<file path="config.mk">
export PLATFORM = sky130hd
export DESIGN_NAME = regfile_wb_arbiter_flat
export DESIGN_NICKNAME = d
export VERILOG_FILES = /design/src/rtl/regfile_wb_arbiter_if.sv /design/src/rtl/regfile_wb_arbiter.sv /design/src/flat_wrapper.sv
export SDC_FILE = /design/constraint.sdc
export NUM_CORES = 1
export LEC_CHECK = 0
export CORE_AREA = 4 4 185 187
export DETAILED_ROUTE_END_ITERATION = 6
export DIE_AREA = 0 0 189 191
export DONT_BUFFER_PORTS = 1
export GPL_ROUTABILITY_DRIVEN = 0
export HOLD_SLACK_MARGIN = 0.08
export MAX_ROUTING_LAYER = met4
export PLACE_DENSITY = 0.43
export SYNTH_ARGS = -nofsm -noshare
export SYNTH_HDL_FRONTEND = slang
export SYNTH_SLANG_ARGS = --single-unit
</file>
<file path="constraint.sdc">
create_clock -name clk -period 2.25 [get_ports clk]
set_input_delay 0.3375 -clock clk [delete_from_list [all_inputs] [get_ports clk]]
set_output_delay 0.3375 -clock clk [all_outputs]
set_load 0.1 [all_outputs]
</file>
<file path="src/rtl/regfile_wb_arbiter_if.sv">
// Write-back bus of the register file: two write requesters, the registered write
// port, and the two read ports with their raw and bypassed data.
interface regfile_wb_arbiter_if #(
  parameter int WORDSIZE  = 64,
  parameter int ADDRWIDTH = 5
);
  logic                 req0_valid;
  logic [ADDRWIDTH-1:0] req0_addr;
  logic [WORDSIZE-1:0]  req0_data;
  logic                 req0_ready;

  logic                 req1_valid;
  logic [ADDRWIDTH-1:0] req1_addr;
  logic [WORDSIZE-1:0]  req1_data;
  logic                 req1_ready;

  logic                 write_en;
  logic [ADDRWIDTH-1:0] write_addr;
  logic [WORDSIZE-1:0]  write_data;

  logic [ADDRWIDTH-1:0] addr_a;
  logic [ADDRWIDTH-1:0] addr_b;
  logic [WORDSIZE-1:0]  rf_data_a;
  logic [WORDSIZE-1:0]  rf_data_b;
  logic [WORDSIZE-1:0]  data_a;
  logic [WORDSIZE-1:0]  data_b;

  // The master side is the environment: requesters, consumers and the register file.
  modport master (
    output req0_valid, req0_addr, req0_data,
    input  req0_ready,
    output req1_valid, req1_addr, req1_data,
    input  req1_ready,
    input  write_en, write_addr, write_data,
    output addr_a, addr_b, rf_data_a, rf_data_b,
    input  data_a, data_b
  );

  modport slave (
    input  req0_valid, req0_addr, req0_data,
    output req0_ready,
    input  req1_valid, req1_addr, req1_data,
    output req1_ready,
    output write_en, write_addr, write_data,
    input  addr_a, addr_b, rf_data_a, rf_data_b,
    output data_a, data_b
  );
endinterface

</file>
<file path="src/rtl/regfile_wb_arbiter.sv">
// Round-robin write-back arbiter for the register file's single write port, with
// read bypass of the write that is registered but not yet committed.
module regfile_wb_arbiter #(
  parameter int WORDSIZE  = 64,
  parameter int ADDRWIDTH = 5
) (
  input logic                 clk,
  input logic                 rst_n,
  regfile_wb_arbiter_if.slave bus
);
  logic                 last_grant;
  logic                 grant0;
  logic                 grant1;
  logic                 transfer;
  logic [ADDRWIDTH-1:0] grant_addr;
  logic [WORDSIZE-1:0]  grant_data;
  logic                 write_en_q;
  logic [ADDRWIDTH-1:0] write_addr_q;
  logic [WORDSIZE-1:0]  write_data_q;

  // On contention the requester that did not win last time goes first; ready never sees addr/data.
  always_comb begin
    grant0 = 1'b0;
    grant1 = 1'b0;
    if (rst_n) begin
      if (bus.req0_valid && bus.req1_valid) begin
        grant0 = last_grant;
        grant1 = !last_grant;
      end else begin
        grant0 = bus.req0_valid;
        grant1 = bus.req1_valid;
      end
    end
  end

  assign transfer       = grant0 || grant1;
  assign grant_addr     = grant1 ? bus.req1_addr : bus.req0_addr;
  assign grant_data     = grant1 ? bus.req1_data : bus.req0_data;
  assign bus.req0_ready = grant0;
  assign bus.req1_ready = grant1;

  // Writes to register 0 are accepted but never enabled toward the register file.
  always_ff @(posedge clk or negedge rst_n) begin
    if (!rst_n) begin
      last_grant   <= 1'b1;
      write_en_q   <= 1'b0;
      write_addr_q <= '0;
      write_data_q <= '0;
    end else begin
      write_en_q <= transfer && (grant_addr != '0);
      if (transfer) begin
        last_grant   <= grant1;
        write_addr_q <= grant_addr;
        write_data_q <= grant_data;
      end
    end
  end

  assign bus.write_en   = write_en_q;
  assign bus.write_addr = write_addr_q;
  assign bus.write_data = write_data_q;

  always_comb begin
    bus.data_a = bus.rf_data_a;
    if (bus.addr_a == '0) begin
      bus.data_a = '0;
    end else if (write_en_q && (write_addr_q == bus.addr_a)) begin
      bus.data_a = write_data_q;
    end
  end

  always_comb begin
    bus.data_b = bus.rf_data_b;
    if (bus.addr_b == '0) begin
      bus.data_b = '0;
    end else if (write_en_q && (write_addr_q == bus.addr_b)) begin
      bus.data_b = write_data_q;
    end
  end
endmodule

</file>
<file path="src/flat_wrapper.sv">
// flat-port wrapper written by rule: the top's interface ports become plain ports
module regfile_wb_arbiter_flat 
#(
  parameter int WORDSIZE  = 64,
  parameter int ADDRWIDTH = 5
)
  (clk, rst_n, bus_req0_valid, bus_req0_addr, bus_req0_data, bus_req0_ready, bus_req1_valid, bus_req1_addr, bus_req1_data, bus_req1_ready, bus_write_en, bus_write_addr, bus_write_data, bus_addr_a, bus_addr_b, bus_rf_data_a, bus_rf_data_b, bus_data_a, bus_data_b);
  regfile_wb_arbiter_if #(.WORDSIZE(WORDSIZE), .ADDRWIDTH(ADDRWIDTH)) bus_i ();
  input logic clk;
  input logic rst_n;
  input wire logic [$bits(bus_i.req0_valid)-1:0] bus_req0_valid;
  input wire logic [$bits(bus_i.req0_addr)-1:0] bus_req0_addr;
  input wire logic [$bits(bus_i.req0_data)-1:0] bus_req0_data;
  output wire logic [$bits(bus_i.req0_ready)-1:0] bus_req0_ready;
  input wire logic [$bits(bus_i.req1_valid)-1:0] bus_req1_valid;
  input wire logic [$bits(bus_i.req1_addr)-1:0] bus_req1_addr;
  input wire logic [$bits(bus_i.req1_data)-1:0] bus_req1_data;
  output wire logic [$bits(bus_i.req1_ready)-1:0] bus_req1_ready;
  output wire logic [$bits(bus_i.write_en)-1:0] bus_write_en;
  output wire logic [$bits(bus_i.write_addr)-1:0] bus_write_addr;
  output wire logic [$bits(bus_i.write_data)-1:0] bus_write_data;
  input wire logic [$bits(bus_i.addr_a)-1:0] bus_addr_a;
  input wire logic [$bits(bus_i.addr_b)-1:0] bus_addr_b;
  input wire logic [$bits(bus_i.rf_data_a)-1:0] bus_rf_data_a;
  input wire logic [$bits(bus_i.rf_data_b)-1:0] bus_rf_data_b;
  output wire logic [$bits(bus_i.data_a)-1:0] bus_data_a;
  output wire logic [$bits(bus_i.data_b)-1:0] bus_data_b;
  assign bus_i.req0_valid = bus_req0_valid;
  assign bus_i.req0_addr = bus_req0_addr;
  assign bus_i.req0_data = bus_req0_data;
  assign bus_req0_ready = bus_i.req0_ready;
  assign bus_i.req1_valid = bus_req1_valid;
  assign bus_i.req1_addr = bus_req1_addr;
  assign bus_i.req1_data = bus_req1_data;
  assign bus_req1_ready = bus_i.req1_ready;
  assign bus_write_en = bus_i.write_en;
  assign bus_write_addr = bus_i.write_addr;
  assign bus_write_data = bus_i.write_data;
  assign bus_i.addr_a = bus_addr_a;
  assign bus_i.addr_b = bus_addr_b;
  assign bus_i.rf_data_a = bus_rf_data_a;
  assign bus_i.rf_data_b = bus_rf_data_b;
  assign bus_data_a = bus_i.data_a;
  assign bus_data_b = bus_i.data_b;
  regfile_wb_arbiter #(.WORDSIZE(WORDSIZE), .ADDRWIDTH(ADDRWIDTH)) u_core (.clk(clk), .rst_n(rst_n), .bus(bus_i));
endmodule
</file>
==> results of run 1 <==
-- cell type report --
| type | count | area [um2] |
|---|---|---|
| fillers | 3320 | 21400 |
| multi-input cells | 625 | 4600 |
| repair buffers | 256 | 3830 |
| flip-flops and latches | 71 | 1800 |
| well taps | 442 | 553 |
| clock buffers | 10 | 239 |
| clock inverters | 6 | 36.3 |
| inverters | 2 | 7.51 |
-- cell usage after synthesis, drive strengths merged --
master  count
xnor2       2
dfrtp      70
o21ai     198
inv         2
dfstp       1
nand3       1
clkbuf     51
a21oi       1
a311oi      1
xor2        8
nor3        4
nand2     203
nor2        3
nand4     128
buf        42
or4         1
mux2i      69
and2        4
nor4        2
-- through the flow --
| stage | setup slack (ps) | util | hold slack, ps |
|---|---|---|---|
| floorplan | -350 | - | 41.9 |
| global placement | -82.2 | 0.316 | 45.2 |
| detailed placement | -30.1 | 0.316 | 45.1 |
| CTS | -435 | 0.334 | 162 |
| global route | -499 | 0.341 | 176 |
| finish | -431 | 0.341 | 184 |
-- how the worst min path moves through the flow --
stage / depth (start not counted) / startpoint / endpoint
floorplan: 0 / rst_n / u_core.bus.write_data[0]$_DFFE_PN0P_
global placement: 0 / rst_n / u_core.bus.write_data[51]$_DFFE_PN0P_
detailed placement: 0 / rst_n / u_core.bus.write_data[51]$_DFFE_PN0P_
CTS: 2 / bus_req1_data[42] / u_core.bus.write_data[42]$_DFFE_PN0P_
global route: 2 / bus_req1_data[55] / u_core.bus.write_data[55]$_DFFE_PN0P_
finish: 2 / bus_req1_data[45] / u_core.bus.write_data[45]$_DFFE_PN0P_
-- flip-flops by register name, summed over array words and instances, names as in the netlist --
name,cells
u_core.bus.write_data,64
u_core.last_grant,1
u_core.bus.write_addr,5
u_core.bus.write_en,1
-- cell usage in the layout, fill, tap and decap left out, types with 2 or more instances in the layout --
| cell | netlist | final |
|---|---|---|
| nand2_4 | 0 | 2 |
| and2_2 | 0 | 2 |
| buf_12 | 6 | 132 |
| xor2_2 | 0 | 4 |
| buf_16 | 0 | 5 |
| nor2_1 | 3 | 3 |
| dfrtp_4 | 0 | 5 |
| dfrtp_1 | 70 | 64 |
| buf_6 | 7 | 8 |
| and2_4 | 1 | 2 |
| xor2_1 | 8 | 3 |
| clkbuf_16 | 0 | 13 |
| nor3_1 | 4 | 4 |
| buf_4 | 14 | 101 |
| nand2_1 | 203 | 201 |
| xnor2_1 | 2 | 2 |
| clkinv_2 | 0 | 4 |
| nor4_4 | 1 | 2 |
| o21ai_2 | 50 | 53 |
| mux2i_1 | 69 | 69 |
| nand4_1 | 128 | 128 |
| inv_1 | 2 | 2 |
| o21ai_4 | 0 | 76 |
| o21ai_0 | 131 | 69 |
| buf_8 | 1 | 4 |
-- worst register-to-register path, delay by kind of cell, from the launching register on --
kind,cells,cell delay [ps]
simple gates,2,530
mux,1,310
flops,1,550
compound gates,1,110
buf+inv,1,300
-- where the power goes --
group	switching [mW]	internal, mW
Clock	0.642	0.772
Combinational	3.52	1.28
Sequential	0.211	1.46
Total	4.38	3.51
-- metal layers --
metal	vias to the layer above	track usage	part of all wire
met5	-	-	0
met4	0	0.0530	0.023
met3	40	0.0382	0.061
met2	289	0.308	0.51
met1	3338	0.220	0.40
li1	3202	-	-
-- logic make-up (layout without fill, tap and decap cells) --
family | count (synthesis) | after routing
and+or+nand+nor | 346 | 346
DFF | 71 | 71
buffers and inverters | 95 | 274
xor gates and xnor gates | 10 | 10
muxes | 69 | 69
AOI/OAI and AO/OA | 200 | 200
-- what timing repair did --
item | 4_1_cts | 5_1_grt
buffers inserted | 8 | 8
gates resized for setup | 13 | 16
cloned | 4 | 4
endpoints found under the hold margin | 71 | 0
setup endpoints to repair | 128 | 128
hold buffers | 2 | 0
pin swaps | 26 | 6
==> impl_metrics.py, run 1 <==
metrics = {
    "synthesis": {
        "syn_inst": 791,
        "synth-compound-area-share": 0.199,
        "synthMuxAreaShare": 0.115,
        "synth_top_family_by_area": "simple AND/OR/NAND/NOR gates",
        "synth_nets": 1071,
        "yosys.cell_types.count": 28,
        "synth.top_cell.area_share": 0.292,
        "yosysSeqAreaShare": 0.296,
        "synthAdderAreaFrac": 0,
        "ys_ff_latch": 71,
        "syn_area_um2": 6000,
        "synth_xor_area_frac": 0.0146,
        "yosys.area_share.simple": 0.278,
        "yosys-top-cells-area": "dfrtp_1 29%, nand4_1 13%, nand2_1 13%",
        "ys.warnings.count": 0,
        "avgSynthCellArea_um2": 7.59,
        "yosysTopAreaCell": "dfrtp_1",
    },
    "cts": {
        "htree_num_levels": 3,
        "clock_sinks": 71,
        "cts_tree": "yes",
        "root_buffer": "clkbuf_16",
        "clockBufferDepth": 2,
        "clk_pin_slew_ps": 70,
        "clock_latency_ps": 350,
        "cts_made_buffers": 9,
    },
    "critical_path": {
        "crit_fanout": 8,
        "startpoint": "u_core.bus.write_addr[2]$_DFFE_PN0P_",
        "ff2ff_path_depth": 5,
        "crit_end": "bus_data_a[12]",
        "start_kind": "register",
        "r2r_end": "u_core.bus.write_data[63]$_DFFE_PN0P_",
        "cp.depth": 7,
        "rrSetupSlack_ps": 320,
        "cp_cell_sequence": "xor2_2 > nor4_4 > buf_4 > and2_4 > buf_12 > clkbuf_16 > o21ai_4",
        "cp-end-kind": "output pin",
        "crit_buf_inv": 3,
        "arrival_ps": 2340,
        "critPathKind": "reg -> out",
        "cp_slowest_cell": "o21ai_4",
        "rr_startpoint": "u_core.last_grant$_DFFE_PN1P_",
        "cp.required_ps": 1910,
        "crit_family": "compound AO/OA/AOI/OAI gates",
        "critPathMaxStageDelay_ps": 550,
    },
    "floorplan": {
        "die_w_um": 189,
        "rows": 66,
        "die_area_um2": 36100,
        "io-pin-count": 480,
        "die_y_um": 191,
        "start_util": 0.185,
        "core_um2": 32500,
    },
    "sta": {
        "fmax_mhz": 373,
        "period_minus_slack_ps": 2680,
        "rsz0062_at_grt": "yes",
        "hold_viol_final": 0,
        "min_period_over_period": 1.19,
        "slew_viol_final": 0,
        "setup_tns_ps": -45690,
        "final.setup.worst_slack_ps": -431,
        "setup_violations": 128,
        "finClkSkew_ps": 13.1,
        "worst_pin_slew_ps": 711,
        "slew_headroom": 0.524,
    },
    "final_layout": {
        "post-route-cell-area_um2": 11100,
        "fin_nets": 1245,
        "fin_cells": 1412,
        "layout-drive-gt1-share": 0.435,
        "diodes": 0,
        "area_growth_pct": 84.3,
    },
    "routing": {
        "routed_wl_mm": 34.4,
        "via_per_inst": 4.86,
        "drcViolationCount": 0,
        "drtAntennaViolNets": 0,
        "first_iter_violations": 358,
        "dr.pass1.iters": 5,
        "routed-via-count": 6869,
        "routedWlPerCell_um": 24.4,
    },
    "global_routing": {
        "grt_pass1_wl_mm": 47.9,
        "grt.total_usage": 0.182,
        "grt_max_degree": 85,
        "antenna_found_initial": 0,
        "grt_pass1_vias": 7080,
        "grt_remaining_overflow": 0,
    },
    "outcome": {
        "run_status": "complete, but fails checks",
        "violations": "setup timing",
    },
    "place": {
        "dpl.hpwl_mm": 26.2,
        "placed_cells": 1371,
        "placed_cell_area_um2": 10300,
        "io_buffers": 0,
    },
    "min_path": {
        "hold_class": "in -> reg",
    },
    "power": {
        "finalPower_mw": 7.89,
        "powerDensity_nw_per_um2": 713,
        "p_leak_nw": 4.92,
        "irDropWorstVdd_v": 0.000321,
    },
    "job": {
        "maxCapViolations": 0,
    },
}
Note: power is estimated with default switching activity, not from simulation.
==> run 2, diff against run 1 <==
Settings changed: CTS_CLUSTER_SIZE from default to 10, SLEW_MARGIN from default to 10.
==> results of run 2 <==
No change in the layout: final DEF, timing and power equal those of run 1.
==> run 3, diff against run 2 <==
Clock period 2.25 ns to 3.45 ns, I/O delays scaled along.
==> run 3 against run 2 <==
Compared with the run above:
- the flow now finishes without violations
- critical path depth decreased by 1
- sequential power decreased by 40%
- cell count decreased by 2.5%
- cell area decreased by 17%
- total power shrank 37%
- via count shrank 2.0%
- sequential share of layout area rose by 3.0 points
- worst hold slack improved by 180 ps
- die area is the same
- highest routed layer unchanged
==> impl_metrics.py, run 3 (synthesis results as in run 1) <==
metrics = {
    "cts": {
        "clock_sinks": 71,
        "cts_tree": "yes",
        "htree_num_levels": 3,
        "clock_latency_ps": 350,
        "cts_made_buffers": 9,
        "clk_pin_slew_ps": 60,
        "post_cts_resized": 0,
        "clockBufferDepth": 2,
        "post-cts-setup-buffers": 0,
        "root_buffer": "clkbuf_16",
    },
    "routing": {
        "routed_wl_mm": 30.5,
        "first_iter_violations": 383,
        "routed-via-count": 6730,
        "drcViolationCount": 0,
        "via_per_inst": 4.89,
        "dr.pass1.iters": 5,
        "drtAntennaViolNets": 0,
        "routedWlPerCell_um": 22.2,
    },
    "sta": {
        "min_period_over_period": 0.876,
        "hold_viol_final": 0,
        "worst_pin_slew_ps": 833,
        "slew_viol_final": 0,
        "fmax_mhz": 331,
        "setup_violations": 0,
        "finClkSkew_ps": 4.40,
        "period_minus_slack_ps": 3020,
        "slew_headroom": 0.441,
        "setup_tns_ps": 0,
        "rsz0062_at_grt": "no",
        "whs_ps": 367,
    },
    "final_layout": {
        "nFillCells": 3525,
        "most-common-layout-cells": "201 x nand2_1, 146 x buf_4, 128 x nand4_1, 128 x o21ai_2, 72 x buf_12",
        "layout_commonest_cell": "nand2_1",
        "largest_reg_flops": 64,
        "fin_nets": 1209,
        "layout-drive-gt1-share": 0.401,
        "diodes": 0,
        "fin_util": 0.285,
        "fin_cells": 1376,
        "area_growth_pct": 53.8,
    },
    "critical_path": {
        "critPathMaxStageDelay_ps": 480,
        "cp.required_ps": 2930,
        "cp_slowest_cell": "dfrtp_1",
        "cp_cell_sequence": "xor2_1 > nor4_4 > buf_4 > nand4_1 > o21ai_2 > buf_4",
        "rrSetupSlack_ps": 1020,
        "critPathKind": "reg -> out",
        "ff2ff_path_depth": 6,
        "crit_fanout": 34,
        "start_kind": "register",
        "arrival_ps": 2510,
        "cp-end-kind": "output pin",
        "path_common_cell": "buf_4",
    },
    "power": {
        "irDropWorstVdd_v": 0.000199,
        "powerDensity_nw_per_um2": 541,
        "p_leak_nw": 4.30,
    },
    "floorplan": {
        "core_um2": 32500,
        "die_area_um2": 36100,
        "start_util": 0.185,
        "rows": 66,
        "io-pin-count": 480,
        "die_w_um": 189,
        "die_y_um": 191,
    },
    "outcome": {
        "run_status": "complete, no violations",
    },
    "global_routing": {
        "grt.total_usage": 0.167,
        "grt_pass1_vias": 6886,
        "grt_pass1_wl_mm": 45.0,
        "grt_max_degree": 141,
        "grt_remaining_overflow": 0,
        "antenna_found_initial": 4,
    },
    "place": {
        "placed_cells": 1358,
        "dpl.hpwl_mm": 22.8,
        "io_buffers": 0,
    },
    "min_path": {
        "hold_class": "in -> reg",
        "worstHoldPathCells": 2,
    },
    "job": {
        "maxCapViolations": 0,
    },
}
[run 3: changes by cell type in the layout (fill, tap and decap cells not counted), moves of 2 or more]
cell       previous run  this run
o21ai_4              76         1
dfrtp_1              64        70
dfrtp_4               5         0
buf_8                 4         0
buf_4               101       146
clkinv_2              4         1
xor2_2                4         0
buf_6                 8         0
buf_12              132        72
xor2_1                3         8
o21ai_2              53       128
clkbuf_16            13         9
bufinv_16             0         2
buf_16                5         1
[run 3: area by class of cell]
class	instances	area, um2	share of cell area
Clock buffer	11	253	0.0274
Clock inverter	5	80.1	0.00867
Inverter	2	7.51	0.000813
Multi-Input combinational cell	625	3990	0.432
Sequential cell	71	1780	0.193
Tap cell	442	553	0.0599
Timing Repair Buffer	220	2570	0.279
[run 3: timing repair]
item	4_1_cts	5_1_grt
hold endpoints to repair	71	0
hold buffers	2	0
setup endpoints to repair	0	0
[run 3: layer usage]
| metal | share of wire | track usage | vias up |
|---|---|---|---|
| met3 | 0.076 | 0.0411 | 32 |
| met5 | 0 | - | - |
| met4 | 0.021 | 0.0513 | 0 |
| met2 | 0.49 | 0.274 | 340 |
| li1 | - | - | 3143 |
| met1 | 0.41 | 0.204 | 3215 |
[run 3: report_power, final]
group,switching (mW),internal [mW],leakage (nW)
Sequential,0.0676,0.944,0.870
Combinational,2.27,0.630,3.27
Clock,0.407,0.673,0.158
Total,2.75,2.25,4.30
[run 3: worst paths after layout]
kind                                                      start                                     to
hold reg to reg                   u_core.last_grant$_DFFE_PN1P_          u_core.last_grant$_DFFE_PN1P_
max in group asynchronous                                 rst_n          u_core.last_grant$_DFFE_PN1P_
hold / removal                                            rst_n          u_core.last_grant$_DFFE_PN1P_
min in group asynchronous                                 rst_n  u_core.bus.write_data[10]$_DFFE_PN0P_
setup / recovery           u_core.bus.write_addr[3]$_DFFE_PN0P_                         bus_data_a[26]
setup reg to reg                  u_core.last_grant$_DFFE_PN1P_          u_core.bus.write_en$_DFF_PN0_
[run 3: worst max-delay path: cells and delay by family, from the launching register on]
kind	cells	cell delay (ps)
XOR/XNOR	1	230
AND/OR/NAND/NOR	2	580
AO/OA/AOI/OAI	1	100
flip-flops	1	480
buffers and inverters	2	740
[run 3: metrics by stage]
step                setup WS (ps)  power (mW)  instance area, um2
floorplan                    -729        3.18                6280
global placement              723        3.92                8860
detailed placement            712        3.92                8860
CTS                           377        5.08                9230
global route                  272        5.21                9230
finish                        427        4.99                9230
